[config.mk]
export PLATFORM = sky130hd
export DESIGN_NAME = mem_ctrl
export DESIGN_NICKNAME = d
export VERILOG_FILES = /design/src/rtl/mem_ctrl.sv
export SDC_FILE = /design/constraint.sdc
export NUM_CORES = 1
export LEC_CHECK = 0
export BUFFER_PORTS_ARGS = -buffer_cell sky130_fd_sc_hd__buf_2
export CORE_UTILIZATION = 45
export CTS_CLUSTER_DIAMETER = 120
export DETAILED_ROUTE_END_ITERATION = 10
export PLACE_DENSITY = 0.72
export SLEW_MARGIN = 15
export SYNTH_ARGS = -nofsm -noshare
export SYNTH_HDL_FRONTEND = slang
export SYNTH_SLANG_ARGS = --single-unit
[constraint.sdc]
create_clock -name clk_in -period 4.3 [get_ports clk_in]
set_input_delay 0.215 -clock clk_in [delete_from_list [all_inputs] [get_ports clk_in]]
set_output_delay 0.215 -clock clk_in [all_outputs]
set_load 0.02 [all_outputs]
[src/rtl/mem_ctrl.sv]
// mem_ctrl: serialises fetch and load/store requests into little-endian byte-wide RAM transactions.
// Optional MEMCTRL_IO_STALL_EN holds IO-region store bytes while io_buffer_full is set.
module mem_ctrl #(
  parameter logic [31:0] IO_BASE = 32'h0003_0000
) (
  input  logic        clk_in,
  input  logic        rst_in,
  input  logic        rdy_in,
  input  logic        clear_in,
  input  logic [7:0]  mem_din,
  output logic [7:0]  mem_dout,
  output logic [31:0] mem_a,
  output logic        mem_wr,
  input  logic        io_buffer_full,
  input  logic        if_req,
  input  logic [31:0] if_addr,
  output logic        if_done,
  output logic [31:0] if_inst,
  input  logic        ls_req,
  input  logic        ls_wr,
  input  logic [1:0]  ls_size,
  input  logic [31:0] ls_addr,
  input  logic [31:0] ls_wdata,
  output logic        ls_done,
  output logic [31:0] ls_rdata
);
  typedef enum logic [1:0] {IDLE, FETCH, LOAD, STORE} state_t;
  state_t      state_q, state_d;
  logic [31:0] addr_q, addr_d, wdata_q, wdata_d, data_q, data_d;
  logic [2:0]  n_q, n_d, cnt_q, cnt_d;
  logic        io_q, io_d;
  logic [31:0] mem_a_q, mem_a_d;
  logic [7:0]  mem_dout_q, mem_dout_d;
  logic        mem_wr_q, mem_wr_d;
  logic        if_done_q, if_done_d, ls_done_q, ls_done_d;
  logic [31:0] if_inst_q, if_inst_d, ls_rdata_q, ls_rdata_d;
  logic [2:0]  nxt, ls_n;
  logic [1:0]  k;
  logic [31:0] wb;
  logic        stall, acc_stall;
  assign mem_a    = mem_a_q;
  assign mem_dout = mem_dout_q;
  assign mem_wr   = mem_wr_q;
  assign if_done  = if_done_q;
  assign if_inst  = if_inst_q;
  assign ls_done  = ls_done_q;
  assign ls_rdata = ls_rdata_q;
  always_comb begin
    state_d    = state_q;
    addr_d     = addr_q;
    wdata_d    = wdata_q;
    data_d     = data_q;
    n_d        = n_q;
    cnt_d      = cnt_q;
    io_d       = io_q;
    mem_a_d    = mem_a_q;
    mem_dout_d = mem_dout_q;
    mem_wr_d   = mem_wr_q;
    if_done_d  = 1'b0;
    ls_done_d  = 1'b0;
    if_inst_d  = if_inst_q;
    ls_rdata_d = ls_rdata_q;
    nxt        = cnt_q + 3'd1;
    k          = cnt_q[1:0] - 2'd1;
    wb         = data_q;
    wb[{k, 3'b000} +: 8] = mem_din;
    ls_n       = ls_size == 2'b00 ? 3'd1 : ls_size == 2'b01 ? 3'd2 : 3'd4;
`ifdef MEMCTRL_IO_STALL_EN
    stall      = io_q & io_buffer_full;
    acc_stall  = (ls_addr >= IO_BASE) & io_buffer_full;
`else
    stall      = io_q & io_buffer_full & 1'b0;
    acc_stall  = io_buffer_full & 1'b0;
`endif
    if (rdy_in) begin
      case (state_q)
        IDLE: begin
          // the registered dones block acceptance, giving the bubble after every completion
          if (!clear_in && !if_done_q && !ls_done_q) begin
            if (ls_req) begin
              addr_d  = ls_addr;
              wdata_d = ls_wdata;
              io_d    = ls_addr >= IO_BASE;
              n_d     = ls_n;
              cnt_d   = 3'd0;
              data_d  = 32'd0;
              mem_a_d = ls_addr;
              if (ls_wr) begin
                state_d    = STORE;
                mem_wr_d   = !acc_stall;
                mem_dout_d = ls_wdata[7:0];
              end else begin
                state_d = LOAD;
              end
            end else if (if_req) begin
              addr_d  = if_addr;
              n_d     = 3'd4;
              cnt_d   = 3'd0;
              data_d  = 32'd0;
              mem_a_d = if_addr;
              state_d = FETCH;
            end
          end
        end
        FETCH, LOAD: begin
          if (clear_in) begin
            state_d = IDLE;
            cnt_d   = 3'd0;
            mem_a_d = 32'd0;
          end else begin
            // byte cnt_q-1 arrives now, one cycle behind its address
            cnt_d  = nxt;
            data_d = cnt_q != 3'd0 ? wb : data_q;
            if (nxt < n_q) mem_a_d = addr_q + {29'd0, nxt};
            if (cnt_q == n_q) begin
              state_d = IDLE;
              cnt_d   = 3'd0;
              mem_a_d = 32'd0;
              if (state_q == FETCH) begin
                if_done_d = 1'b1;
                if_inst_d = wb;
              end else begin
                ls_done_d  = 1'b1;
                ls_rdata_d = wb;
              end
            end
          end
        end
        STORE: begin
          // mem_wr_q low means byte cnt_q is still waiting for the IO buffer
          if (mem_wr_q) begin
            if (nxt == n_q) begin
              state_d   = IDLE;
              cnt_d     = 3'd0;
              mem_wr_d  = 1'b0;
              mem_a_d   = 32'd0;
              ls_done_d = 1'b1;
            end else begin
              cnt_d      = nxt;
              mem_a_d    = addr_q + {29'd0, nxt};
              mem_dout_d = wdata_q[{nxt[1:0], 3'b000} +: 8];
              mem_wr_d   = !stall;
            end
          end else if (!stall) begin
            mem_wr_d = 1'b1;
          end
        end
        default: state_d = IDLE;
      endcase
    end else begin
      if_done_d = if_done_q;
      ls_done_d = ls_done_q;
    end
  end
  always_ff @(posedge clk_in or negedge rst_in) begin
    if (!rst_in) begin
      state_q    <= IDLE;
      addr_q     <= 32'd0;
      wdata_q    <= 32'd0;
      data_q     <= 32'd0;
      n_q        <= 3'd0;
      cnt_q      <= 3'd0;
      io_q       <= 1'b0;
      mem_a_q    <= 32'd0;
      mem_dout_q <= 8'd0;
      mem_wr_q   <= 1'b0;
      if_done_q  <= 1'b0;
      ls_done_q  <= 1'b0;
      if_inst_q  <= 32'd0;
      ls_rdata_q <= 32'd0;
    end else begin
      state_q    <= state_d;
      addr_q     <= addr_d;
      wdata_q    <= wdata_d;
      data_q     <= data_d;
      n_q        <= n_d;
      cnt_q      <= cnt_d;
      io_q       <= io_d;
      mem_a_q    <= mem_a_d;
      mem_dout_q <= mem_dout_d;
      mem_wr_q   <= mem_wr_d;
      if_done_q  <= if_done_d;
      ls_done_q  <= ls_done_d;
      if_inst_q  <= if_inst_d;
      ls_rdata_q <= ls_rdata_d;
    end
  end
endmodule
==> summary.md <==
| Metric | Value |
|---|---|
| Count of unique library cells instantiated by Yosys | 70 |
| Synthesis-to-layout area growth | 23.2% |
| Overall global routing resource usage | 23.4% |
| Largest stage delay, worst path | 0.55 ns |
| Main synth FF type | sky130_fd_sc_hd__dfrtp_1 |
| Die Wd | about 160 um |
| Number of nets produced by synthesis | 1,137 |
| Final Skew | 0.0141 ns |
| Setup repair after global routing missed its margin | false |
| Count of flip-flops with a built-in enable after synthesis | 0 |
| Clock root buffer master | sky130_fd_sc_hd__clkbuf_16 |
| Sum of negative setup slack | 0 ns |
| CTS sink cnt | 211 |
| Number of storage elements in the synthesis netlist | roughly 210 |
| Async SR Flop Fraction | 100% |
| Cell Pwr Density | 745 nW/um2 |
| Remaining number of nets flagged by the antenna check after routing | 0 |
| Final weighted congestion in routability-driven placement | 0.857 |
| DRC violation count after routing | 0 |
| Number of setup violations in the final report | 0 |
| Overflow left after global routing | 0 |
| Share of the yosys chip area belonging to registers | approximately half |
| Run status | complete, no violations |
| Number of global-route vias before repair | 8,534 |
| Crit path time final | 3.30 ns |
| Final worst setup slack | around 1 ns |
| Half-perimeter wire length after detailed placement | 18,500 um |
| Via/cell ratio | roughly 5.6 |
| Peak ir drop on the vdd network | 0.340 mV |
| Achievable frequency | 0.303 GHz |
| Number of buffer and inverter stages on the critical path | 2 |
| Die Outline Area | 24,200 um2 |
| Worst path required time | between 4 and 5 ns |
| Number of CTS-inserted buffers | 24 |
| Starting DRC count in detailed routing | 566 |
| Count of standard-cell rows | 55 |
| Max FO, Critical Path | 23 |
| TritonCTS clock tree | yes |
| Maximum number of pins on one net before global-route repair | 125 |
| Share of layout cells above drive strength 1 | 28.6% |
| Commonest non-fill, non-tap cell in the layout | sky130_fd_sc_hd__buf_2 |
| Slew Viols, Final | 0 |
| Max capacitance violation total | 0 |
| Post-cts repair resize count | 0 |
| Data arrival, critical path | around 3.7 ns |
| Starting density of the core | 46.4% |
| Clock transition at the register clock pins on the worst setup and hold paths after CTS | 0.06 ns |
| Cell breakdown of the critical path | buf_4 > ha_1 > xor2_1 > ha_1 > o21ai_0 > a211oi_4 > buf_4 > nor2_4 > mux2_2 |
| Clock network latency to the later pin of the worst-skew pair | 0.52 ns |
| Wire length of the first global-routing pass | 45,200 um |
| Cell class contributing the biggest share of worst-path delay | adder cells |
| Startpoint Class | flip-flop |
| Worst slack at placement | just over 1 ns |
| Worst-Margin Slew | between 1 and 1.5 ns |
| Crit end category | flip-flop |
| Period utilisation layout | 76.8% |
| First-pass iteration count of the detailed router | 5 |
| Deepest level of the CTS H-tree | 1 |
| Buffer depth of the longest clock path | 3 |
| Antenna violations before repair | 6 |
| Leading cell types in the layout, fill and taps excluded | sky130_fd_sc_hd__buf_2, sky130_fd_sc_hd__dfrtp_1, sky130_fd_sc_hd__a21oi_1 |
| Routed length per placed instance | 17.9 um |
| Y dimension of the die | approximately 160 um |
| Worst min-delay path class | input pin to flip-flop |
| Total standard cell area after synthesis | between 10,000 and 15,000 um2 |
| Post-synthesis area per instance | 10.5 um2 |
| Leakage | 0.00602 uW |
| Wire length after detailed routing | 28,000 um |
| Io pins | 221 |
| Crit path kind | flip-flop to flip-flop |
| Number of nets at the end of the flow | ~1,400 |
| CORE AREA | 22,800 um2 |
| Slowest-stage cell, CP | sky130_fd_sc_hd__ha_1 |
| Via count | 8,786 |
| Cell count after synthesis | 1,007 |
| Count of buffers from port buffering | ~220 |
| Hold violation count in the final report | 0 |
| Synth warn | 0 |
| Worst slew margin relative to its limit | 32.7% |
## sequential cells by signal, indices dropped and copies added, names as in the netlist
register / count
state_q: 2
ls_rdata: 32
cnt_q: 3
mem_a: 32
mem_dout: 8
ls_done: 1
if_done: 1
addr_q: 32
data_q: 32
wdata_q: 32
if_inst: 32
n_q: 3
mem_wr: 1
## power breakdown
group | switching [uW] | total [uW] | internal, uW
registers | 579 | 3400 | 2820
logic | 2570 | 4330 | 1750
clock network | 811 | 2000 | 1190
## Yosys cell counts, types with 32 or more instances
library cell | n | area (um2)
sky130_fd_sc_hd__dfrtp_1 | 211 | 5280
sky130_fd_sc_hd__nand2_1 | 81 | 304
sky130_fd_sc_hd__a22o_1 | 32 | 280
sky130_fd_sc_hd__a21oi_1 | 95 | 475
sky130_fd_sc_hd__a41o_1 | 32 | 320
sky130_fd_sc_hd__clkbuf_1 | 53 | 199
sky130_fd_sc_hd__o21ai_0 | 67 | 335
sky130_fd_sc_hd__nor2_1 | 56 | 210
sky130_fd_sc_hd__nor2b_1 | 36 | 225
sky130_fd_sc_hd__mux2i_1 | 35 | 350
sky130_fd_sc_hd__mux2_2 | 53 | 597
sky130_fd_sc_hd__nor3_1 | 32 | 160
## logic make-up (layout without fill, tap and decap cells)
| kind of cell | after synthesis | count (layout) | synth area share (%) |
|---|---|---|---|
| xor gates and xnor gates | 27 | 27 | 2.23 |
| other | 0 | 4 | 0 |
| AOI/OAI and AO/OA | 297 | 297 | 18.5 |
| and+or+nand+nor | 268 | 268 | 13.0 |
| DFF | 211 | 211 | 49.8 |
| adders and majority gates | 16 | 16 | 1.96 |
| muxes | 96 | 96 | 10.6 |
| buffers and inverters | 92 | 334 | 3.80 |
## final cells by class
cell class / count / area (um2)
repair buffers: 276 / 1620
well taps: 313 / 392
diodes: 4 / 10.0
clock buffers: 34 / 699
inverters: 16 / 60.1
flip-flops and latches: 211 / 5280
multi-input cells: 704 / 4920
fillers: 1959 / 9790
clock inverters: 8 / 70.1
## path summary, 6_finish.rpt
kind | cells past startpoint | startpoint | slack, ns | end
worst max-delay path | 9 | cnt_q[0]$_DFFE_PN0P_ | 1.0 | mem_a[11]$_DFFE_PN0P_
worst min-delay path | 3 | if_addr[13] | 0.03 | addr_q[13]$_DFFE_PN0P_
worst max register to register | 9 | cnt_q[0]$_DFFE_PN0P_ | 1.0 | mem_a[11]$_DFFE_PN0P_
worst min register to register | 2 | ls_rdata[2]$_DFFE_PN0P_ | 0.47 | ls_rdata[2]$_DFFE_PN0P_
max in group asynchronous | 3 | rst_in | 2.85 | ls_rdata[1]$_DFFE_PN0P_
min in group asynchronous | 2 | rst_in | 0.43 | ls_rdata[6]$_DFFE_PN0P_
## tightest hold or removal path, stage by stage
cell	delay [ns]
sky130_fd_sc_hd__buf_2	0.07
sky130_fd_sc_hd__mux2i_1	0.08
sky130_fd_sc_hd__a21oi_1	0.14
## routing by layer
metal | up-vias | wire length, um | share of wire, % | track usage [%]
met4 | 4 | 816 | 2.9 | 8.92
met1 | 4254 | 11900 | 43 | 31.2
met2 | 327 | 13300 | 48 | 37.8
met5 | - | 23 | 0.082 | 0
li1 | 4135 | - | - | -
met3 | 66 | 1900 | 6.8 | 4.43
## per-stage QoR
stage	hold WS [ns]	instance area [um2]	cells	utilization, %	power, uW
after floorplan	-0.0806	10600	1007	-	6400
after global placement	0.430	11900	1484	52.2	7540
after detailed placement	0.441	11900	1484	52.2	7670
after CTS	0.0163	13000	1562	57.1	9740
after global routing	0.0388	13100	1565	57.1	10400
final	0.0290	13100	1566	57.2	9720
## what timing repair did
| action | CTS | global route |
|---|---|---|
| buffers inserted | 0 | 0 |
| hold buffers | 36 | 0 |
| hold endpoints to repair | 156 | 0 |
Note: power is estimated with default switching activity, not from simulation.
